`src/rtl/behaviour_mode_ctrl.sv`:
```
// ---------------------------------------------------------------------------
// behaviour_mode_ctrl
//   Single-button user interface for the hexapod brain. The raw button is
//   synchronised and debounced. Each debounced press is then classed as short
//   or long. A short press advances the behaviour mode, but only while
//   behaviours are enabled. A long press toggles the global behaviour enable.
//
// Ports
//   clk       in   system clock
//   rstn      in   asynchronous active-low reset
//   btn       in   raw, bouncing, asynchronous push-button (1 = pressed)
//   mode      out  active behaviour mode (0 .. NMODES-1)
//   en        out  behaviour enable
//   mode_chg  out  one-cycle strobe, coincident with a new mode value
//   long_evt  out  one-cycle strobe, coincident with a new en value
//   pressed   out  debounced button level
// ---------------------------------------------------------------------------
// state     | meaning
// ----------+---------------------------------------------------------------
// ST_IDLE   | button released, waiting for a debounced press
// ST_HELD   | press in progress, hold counter timing it against LONG_CYCLES
// ST_LONG   | long press already acted on, waiting for the release
// ---------------------------------------------------------------------------
module behaviour_mode_ctrl #(
    parameter int DEB_BITS    = 17,
    parameter int LONG_CYCLES = 12000000,
    parameter int NMODES      = 4,
    parameter int MODE_W      = 2,
    parameter int INI_MODE    = 0,
    parameter int INI_EN      = 0
) (
    input  logic              clk,
    input  logic              rstn,
    input  logic              btn,
    output logic [MODE_W-1:0] mode,
    output logic              en,
    output logic              mode_chg,
    output logic              long_evt,
    output logic              pressed
);

    localparam int HOLD_W = $clog2(LONG_CYCLES) + 1;
    localparam logic [HOLD_W-1:0] HOLD_LAST = HOLD_W'(LONG_CYCLES - 1);
    localparam logic [HOLD_W-1:0] HOLD_MAX  = '1;
    localparam logic [MODE_W-1:0] MODE_LAST = MODE_W'(NMODES - 1);
    localparam logic [MODE_W-1:0] MODE_INIT = MODE_W'(INI_MODE);
    localparam logic              EN_INIT   = (INI_EN != 0);

    typedef enum logic [1:0] {
        ST_IDLE = 2'd0,
        ST_HELD = 2'd1,
        ST_LONG = 2'd2
    } state_t;

    // synchroniser and debouncer
    logic                sync_a;
    logic                sync_b;
    logic                cap;
    logic [DEB_BITS-1:0] deb_cnt;
    logic                deb;

    // FSM
    state_t              state;
    state_t              state_nxt;
    logic [HOLD_W-1:0]   hold;
    logic [HOLD_W-1:0]   hold_nxt;
    logic [MODE_W-1:0]   mode_nxt;
    logic                en_nxt;
    logic                chg_nxt;
    logic                long_nxt;

    // The debounced level only follows the captured value after the captured
    // value has stayed put for 2^(DEB_BITS-1) cycles. Any change on the
    // synchronised input restarts that count.
    always_ff @(posedge clk or negedge rstn) begin
        if (!rstn) begin
            sync_a  <= 1'b0;
            sync_b  <= 1'b0;
            cap     <= 1'b0;
            deb_cnt <= '0;
            deb     <= 1'b0;
        end else begin
            sync_a <= btn;
            sync_b <= sync_a;
            if (sync_b != cap) begin
                cap     <= sync_b;
                deb_cnt <= '0;
            end else if (!deb_cnt[DEB_BITS-1]) begin
                deb_cnt <= deb_cnt + DEB_BITS'(1);
            end else begin
                deb <= cap;
            end
        end
    end

    assign pressed = deb;

    always_ff @(posedge clk or negedge rstn) begin
        if (!rstn) begin
            state    <= ST_IDLE;
            hold     <= '0;
            mode     <= MODE_INIT;
            en       <= EN_INIT;
            mode_chg <= 1'b0;
            long_evt <= 1'b0;
        end else begin
            state    <= state_nxt;
            hold     <= hold_nxt;
            mode     <= mode_nxt;
            en       <= en_nxt;
            mode_chg <= chg_nxt;
            long_evt <= long_nxt;
        end
    end

    // IDLE is only entered when the level is low, and it leaves reset low.
    // A high level seen in IDLE is therefore always a fresh rising edge.
    // In HELD the release is tested first. A release seen in the same cycle
    // that the counter shows LONG_CYCLES-1 is still treated as a short press.
    always_comb begin
        state_nxt = state;
        hold_nxt  = hold;
        mode_nxt  = mode;
        en_nxt    = en;
        chg_nxt   = 1'b0;
        long_nxt  = 1'b0;
        case (state)
            ST_IDLE: begin
                if (deb) begin
                    state_nxt = ST_HELD;
                    hold_nxt  = '0;
                end
            end
            ST_HELD: begin
                if (!deb) begin
                    state_nxt = ST_IDLE;
                    if (en) begin
                        mode_nxt = (mode == MODE_LAST) ? '0 : mode + MODE_W'(1);
                        chg_nxt  = 1'b1;
                    end
                end else if (hold == HOLD_LAST) begin
                    state_nxt = ST_LONG;
                    en_nxt    = ~en;
                    long_nxt  = 1'b1;
                end else if (hold != HOLD_MAX) begin
                    hold_nxt = hold + HOLD_W'(1);
                end
            end
            ST_LONG: begin
                if (!deb) begin
                    state_nxt = ST_IDLE;
                end
            end
            default: begin
                state_nxt = ST_IDLE;
            end
        endcase
    end

endmodule

```
`config.mk`:
```
export PLATFORM = sky130hd
export DESIGN_NAME = behaviour_mode_ctrl
export DESIGN_NICKNAME = d
export VERILOG_FILES = /design/src/rtl/behaviour_mode_ctrl.sv
export SDC_FILE = /design/constraint.sdc
export NUM_CORES = 1
export LEC_CHECK = 0
export BUFFER_PORTS_ARGS = -buffer_cell sky130_fd_sc_hd__buf_4
export CORE_UTILIZATION = 30
export DETAILED_ROUTE_END_ITERATION = 8
export GPL_ROUTABILITY_DRIVEN = 0
export GPL_TIMING_DRIVEN = 0
export HOLD_SLACK_MARGIN = 0.05
export PLACE_DENSITY = 0.51
export SLEW_MARGIN = 5
export SYNTH_ARGS = -nofsm -noshare
export SYNTH_HDL_FRONTEND = slang
export SYNTH_SLANG_ARGS = --single-unit
export TNS_END_PERCENT = 20
```
`constraint.sdc`:
```
create_clock -name clk -period 2.8 [get_ports clk]
set_clock_uncertainty 0.2 [all_clocks]
set_input_delay 0.7 -clock clk [delete_from_list [all_inputs] [get_ports clk]]
set_output_delay 0.7 -clock clk [all_outputs]
set_load 0.01 [all_outputs]
```
=== Word level (Yosys, flattened, before mapping) ===
Index checks and enable logic that the tools add are counted.

* Add/subtract/negate cells: 3
* $mul: 0
* Divide/modulo/power cells: 0
* Magnitude comparators: 0
* Equality and inequality tests: 13
* Shifts and indexed selects: 0
* Muxes and demuxes: 19
* Bitwise gates (word level): 3
* Reduce and logical (&&, ||, !) cells: 7

{| class="wikitable"
|+ Operator list
! cell !! number
|-
| $mux 25 || 4
|-
| $pmux 25 s2 || 1
|-
| $mux 17 || 2
|-
| $add 25x1->25 const B || 1
|-
| $eq 25x24->1 const B || 1
|-
| $ne 25x25->1 const B || 1
|-
| $add 17x1->17 const B || 1
|-
| $mux 2 || 5
|-
| $ne 2x2->1 const B || 5
|-
| $reduce_and 3->1 || 3
|-
| $mux 1 || 6
|-
| $pmux 2 s3 || 1
|-
| $reduce_and 5->1 || 1
|-
| $eq 2x2->1 const B || 2
|-
| $ne 3x3->1 const B || 1
|-
| $not 1->1 || 3
|-
| $add 2x1->2 const B || 1
|-
| $eq 2x1->1 const B || 1
|-
| $logic_not 2->1 || 1
|-
| $ne 2x1->1 const B || 1
|-
| $reduce_and 2->1 || 1
|-
| $reduce_bool 2->1 || 1
|-
| $ne 1x1->1 || 1
|}

* Register bits after elaboration: 53
* Latch bits: 0
* RAM bits: 0
* ROM bits: 0
* Bits of input ports: 3
* Output and inout bits: 6
* Word-level logic and storage cells: 57
* Memories kept: 0

=== Depth between registers and ports, before layout ===
* Depth after elaboration: 5
* Mapped depth: 7
* Mapped depth without buffers: 6

=== Worst setup path before layout ===
OpenSTA, ideal clock, no wires.

* Path kind: flip-flop to flip-flop
* Start: reg hold[0]
* End: reg hold[7]
* Setup time: 0.147 ns
* Arrival time: 1.920 ns
* Data required time: 2.453 ns
* Path slack: 0.533 ns
* Stages on the path, launching flop included: 7
* Buffers on the path: 0
* Clock period less this slack: 2.267 ns
* Cells stage by stage: dfrtp_1 > ha_1 > nand4_1 > or4_2 > o22a_1 > nand2_1 > o311ai_0

* Word-level cells in the longest chain between the ends: 5
* Elaborated cells on any way between the ends: 10
* Classes of those cells: add/sub (1); eq/ne (4); mux (4); reduce/logical (1)

{| class="wikitable"
|+ Ends and longest elaborated chain
! element !! line !! RTL
|-
| start: declaration || 65 || <nowiki>logic [HOLD_W-1:0] hold;</nowiki>
|-
| start signal: assignment || 108 || <nowiki>hold <= hold_nxt;</nowiki>
|-
| $add 25x1->25 || 146 || <nowiki>hold_nxt = hold + HOLD_W'(1);</nowiki>
|-
| $mux 25 || 145 || <nowiki>end else if (hold != HOLD_MAX) begin</nowiki>
|-
| $mux 25 || 141 || <nowiki>end else if (hold == HOLD_LAST) begin</nowiki>
|-
| $mux 25 || 135 || <nowiki>if (!deb) begin</nowiki>
|-
| $pmux 25 s2 || 127 || <nowiki>case (state)</nowiki>
|}

Several ways; a longest one is shown, not always the timed one. The select of a mux whose other input is x is not followed.
A chain may end at the register's enable or synchronous reset.

=== Final worst setup path ===
Ends and elaborated chain as after synthesis.

==> flow_summary.json <==
{
  "synth_area_leaders": "sky130_fd_sc_hd__dfrtp_1 (46%), sky130_fd_sc_hd__nand2_1 (5.2%), sky130_fd_sc_hd__nor2_1 (3.7%), sky130_fd_sc_hd__xor2_1 (3.7%), sky130_fd_sc_hd__nand3_1 (3.0%)",
  "first_element_of_the_critical_path": "hold[0]$_DFFE_PN0P_",
  "cts_buffer_depth": 2,
  "hold_ws_ns": 0.164,
  "grt_start_max_net_pins": 54,
  "worst_setup_path_start_kind": "flip-flop",
  "hold_start": "sync_a$_DFF_PN0_",
  "utilization_after_layout": 0.345,
  "wl_met1_um": 3500,
  "remaining_drc_errors": 0,
  "die_height_um": 99.9,
  "grtUsageTotal": 0.151,
  "outcome": "completed",
  "critical_path.endpoint_type": "flip-flop",
  "internal_power_uw": 977,
  "finish.net_count": 331,
  "comb_power_share": 0.033,
  "vias": 2351,
  "grt_first_pass_wirelength_um": 11800,
  "synthesis.yosys.warnings": 0,
  "pin_count": 9,
  "yosys.cell_types.count": 51,
  "slew_violations": 0,
  "post_synth_most_frequent_cells": "sky130_fd_sc_hd__dfrtp_1 (53), sky130_fd_sc_hd__nand2_1 (40), sky130_fd_sc_hd__nor2_1 (28), sky130_fd_sc_hd__nand3_1 (17), sky130_fd_sc_hd__clkbuf_1 (13)",
  "num-fill-cells": 998,
  "crit_type": "reg -> reg",
  "seqCellArea_sq_um": 1330,
  "cellPowerDensity_nw_per_um2": 410,
  "syn_to_final_growth_pct": 11.4,
  "dieWidth_um": 99.9,
  "critPathMaxStageDelay_ns": 0.71,
  "ys_ff_latch": 53,
  "syn-instance-count": 310,
  "topRoutingLayerUsed": "met4",
  "timing_hold_violations_final": 0,
  "critical_path_arrival_ns": 2.61,
  "worst_slew_pin_slew_ns": 0.690,
  "route.detailed.wl_per_inst_um": 15.3,
  "total_leakage_power_nw": 1.27,
  "net-switching-power_uw": 338,
  "syn-cell-area_sq_um": 2880,
  "multiInputGateArea_sq_um": 1470,
  "firstDrtPassIters": 4,
  "wire_length_on_met3_um": 149,
  "globalRouteOverflowTotal": 0,
  "most_area_hungry_cell_type_in_the_yosys_netlist": "sky130_fd_sc_hd__dfrtp_1",
  "critical_path.max_fanout": 6,
  "cts_max_level": 2,
  "post_cts_setup_buffer_count": 0,
  "hp-class": "reg -> reg",
  "power.clock.fraction": 0.372,
  "rows": 35,
  "worst_skew_pair.late_latency_ns": 0.32,
  "routed_via_density": 5.17,
  "layout-drive-gt1-share": 0.0920,
  "highest_delay_cell_along_the_critical_path": "sky130_fd_sc_hd__or4_2",
  "placement_setup_slack_ns": 0.164,
  "setup_viol_count_final": 0,
  "port_buffers": 8,
  "timing.final.ws_setup_ns": 0.159,
  "rr_startpoint": "hold[0]$_DFFE_PN0P_",
  "drtAntennaViolNets": 0,
  "synthesis.nets": 316,
  "synth-seq-area-share": 0.461,
  "sw_frac_of_total": 0.257,
  "ir_worst_vdd_mv": 0.228,
  "dominantRegCellSynth": "sky130_fd_sc_hd__dfrtp_1",
  "grt_pass1_vias": 2299,
  "final_critical_delay_including_setup_and_external_delays_ns": 2.64,
  "rsz_0062_raised_after_global_routing": "no",
  "yosys.cell_count.top_type": "sky130_fd_sc_hd__dfrtp_1",
  "start_util": 0.310,
  "tritoncts_clock_tree": "built",
  "detail_route.iter0.violations": 127,
  "antenna_found_initial": 0,
  "numCtsBuffers": 5,
  "power_frac_seq": 0.595,
  "num_antenna_cells": 0,
  "setup_tns_ns": 0,
  "maxCapViolCount": 0,
  "netlist.area_leader.share": 0.461,
  "fmaxAchievable_mhz": 379,
  "die-area_sq_um": 9990,
  "cts_root_buffer": "sky130_fd_sc_hd__clkbuf_8",
  "critical_path_required_ns": 2.77,
  "ys_async_sr_fraction": 1.00,
  "clk_pin_slew_worst_paths_ns": 0.12,
  "clock_sink_count": 53,
  "place_inst": 447,
  "max-slew-margin-rel": 0.536,
  "rrSetupSlack_ns": 0.16,
  "hpwl_um": 4760,
  "synth_area_per_cell_sq_um": 9.28,
  "synth_edf_count": 0,
  "wl_met2_um": 3290,
  "crit_path_cell_trace": "ha_1 -> nand4_1 -> or4_2 -> o22a_1 -> nand2_1 -> o311ai_0",
  "period_share": 0.943,
  "wirelength_um": 6980,
  "layoutNonFillerInstCount": 455,
  "floorplan.core_area_sq_um": 9280
}
-- path summary, 6_finish.rpt --
path,cells after the start,endpoint
max reg2reg,6,hold[7]$_DFFE_PN0P_
min in group asynchronous,1,deb_cnt[6]$_DFFE_PN0N_
min reg2reg,0,sync_b$_DFF_PN0_
min,0,sync_b$_DFF_PN0_
max in group asynchronous,1,hold[7]$_DFFE_PN0P_
max,6,hold[7]$_DFFE_PN0P_
-- worst max-delay path: cells and delay by family, from the launching register on --
kind | cells | cell delay, ns
DFF | 1 | 0.42
AOI/OAI and AO/OA | 2 | 0.46
and+or+nand+nor | 3 | 1.17
adders and majority gates | 1 | 0.26
-- power by group through the flow --
stage          Sequential, mW  Clock (mW)  Combinational, mW
6_report                0.782       0.489             0.0430
5_1_grt                 0.785       0.538             0.0511
4_1_cts                 0.783       0.511             0.0450
3_5_place_dp            0.798           0             0.0448
3_3_place_gp            0.797           0             0.0446
2_1_floorplan           0.796           0             0.0217
-- logic make-up (layout without fill, tap and decap cells) --
group	Yosys count	in the layout	share of synthesized area
AOI/OAI and AO/OA	55	55	0.141
muxes	3	3	0.0113
DFF	53	53	0.461
xor gates and xnor gates	16	16	0.0487
adders and majority gates	3	3	0.0130
buffers and inverters	22	38	0.0296
and+or+nand+nor	158	158	0.296
-- per-stage QoR --
step	power (mW)	cell area (sq um)
2_1_floorplan	0.818	2880
6_report	1.31	3210
3_5_place_dp	0.842	3100
4_1_cts	1.34	3200
3_3_place_gp	0.842	3100
5_1_grt	1.37	3210
-- state kept, by name (all words and copies together), names as in the netlist --
| name | flops |
|---|---|
| cap | 1 |
| state | 2 |
| deb_cnt | 17 |
| hold | 25 |
| mode | 2 |
| sync_b | 1 |
| en | 1 |
| pressed | 1 |
| sync_a | 1 |
| long_evt | 1 |
| mode_chg | 1 |
-- cells in the final DEF, fill, tap and decap left out, types with 6 or more instances in the layout --
cell type / Yosys / routed
sky130_fd_sc_hd__inv_1: 7 / 7
sky130_fd_sc_hd__dfrtp_1: 53 / 53
sky130_fd_sc_hd__nand4_1: 10 / 10
sky130_fd_sc_hd__o211ai_1: 11 / 11
sky130_fd_sc_hd__nor3b_1: 6 / 6
sky130_fd_sc_hd__xor2_1: 12 / 12
sky130_fd_sc_hd__a21oi_1: 12 / 12
sky130_fd_sc_hd__nor2_1: 28 / 28
sky130_fd_sc_hd__nand3_1: 17 / 17
sky130_fd_sc_hd__nor3_1: 12 / 12
sky130_fd_sc_hd__clkbuf_1: 13 / 13
sky130_fd_sc_hd__buf_4: 0 / 8
sky130_fd_sc_hd__nand2_1: 40 / 40
-- per-layer routing --
metal,global-route usage,vias to the layer above
met1,0.209,1151
li1,-,1175
met2,0.245,23
met3,0.0258,2
met4,0.0373,0
met5,0,-
-- layout make-up --
| type | count | share of cell area |
|---|---|---|
| multi-input cells | 235 | 0.459 |
| plain buffers | 15 | 0.0191 |
| inverters | 7 | 0.00820 |
| clock buffers | 5 | 0.0215 |
| well taps | 129 | 0.0504 |
| repair buffers | 8 | 0.0187 |
| clock inverters | 3 | 0.00898 |
| flip-flops and latches | 53 | 0.414 |
-- what timing repair did --
item	4_1_cts	5_1_grt
hold buffers	0	0
setup endpoints to repair	0	3
gates resized for setup	0	2
hold endpoints to repair	0	0
(Power assumes the default switching activity.)
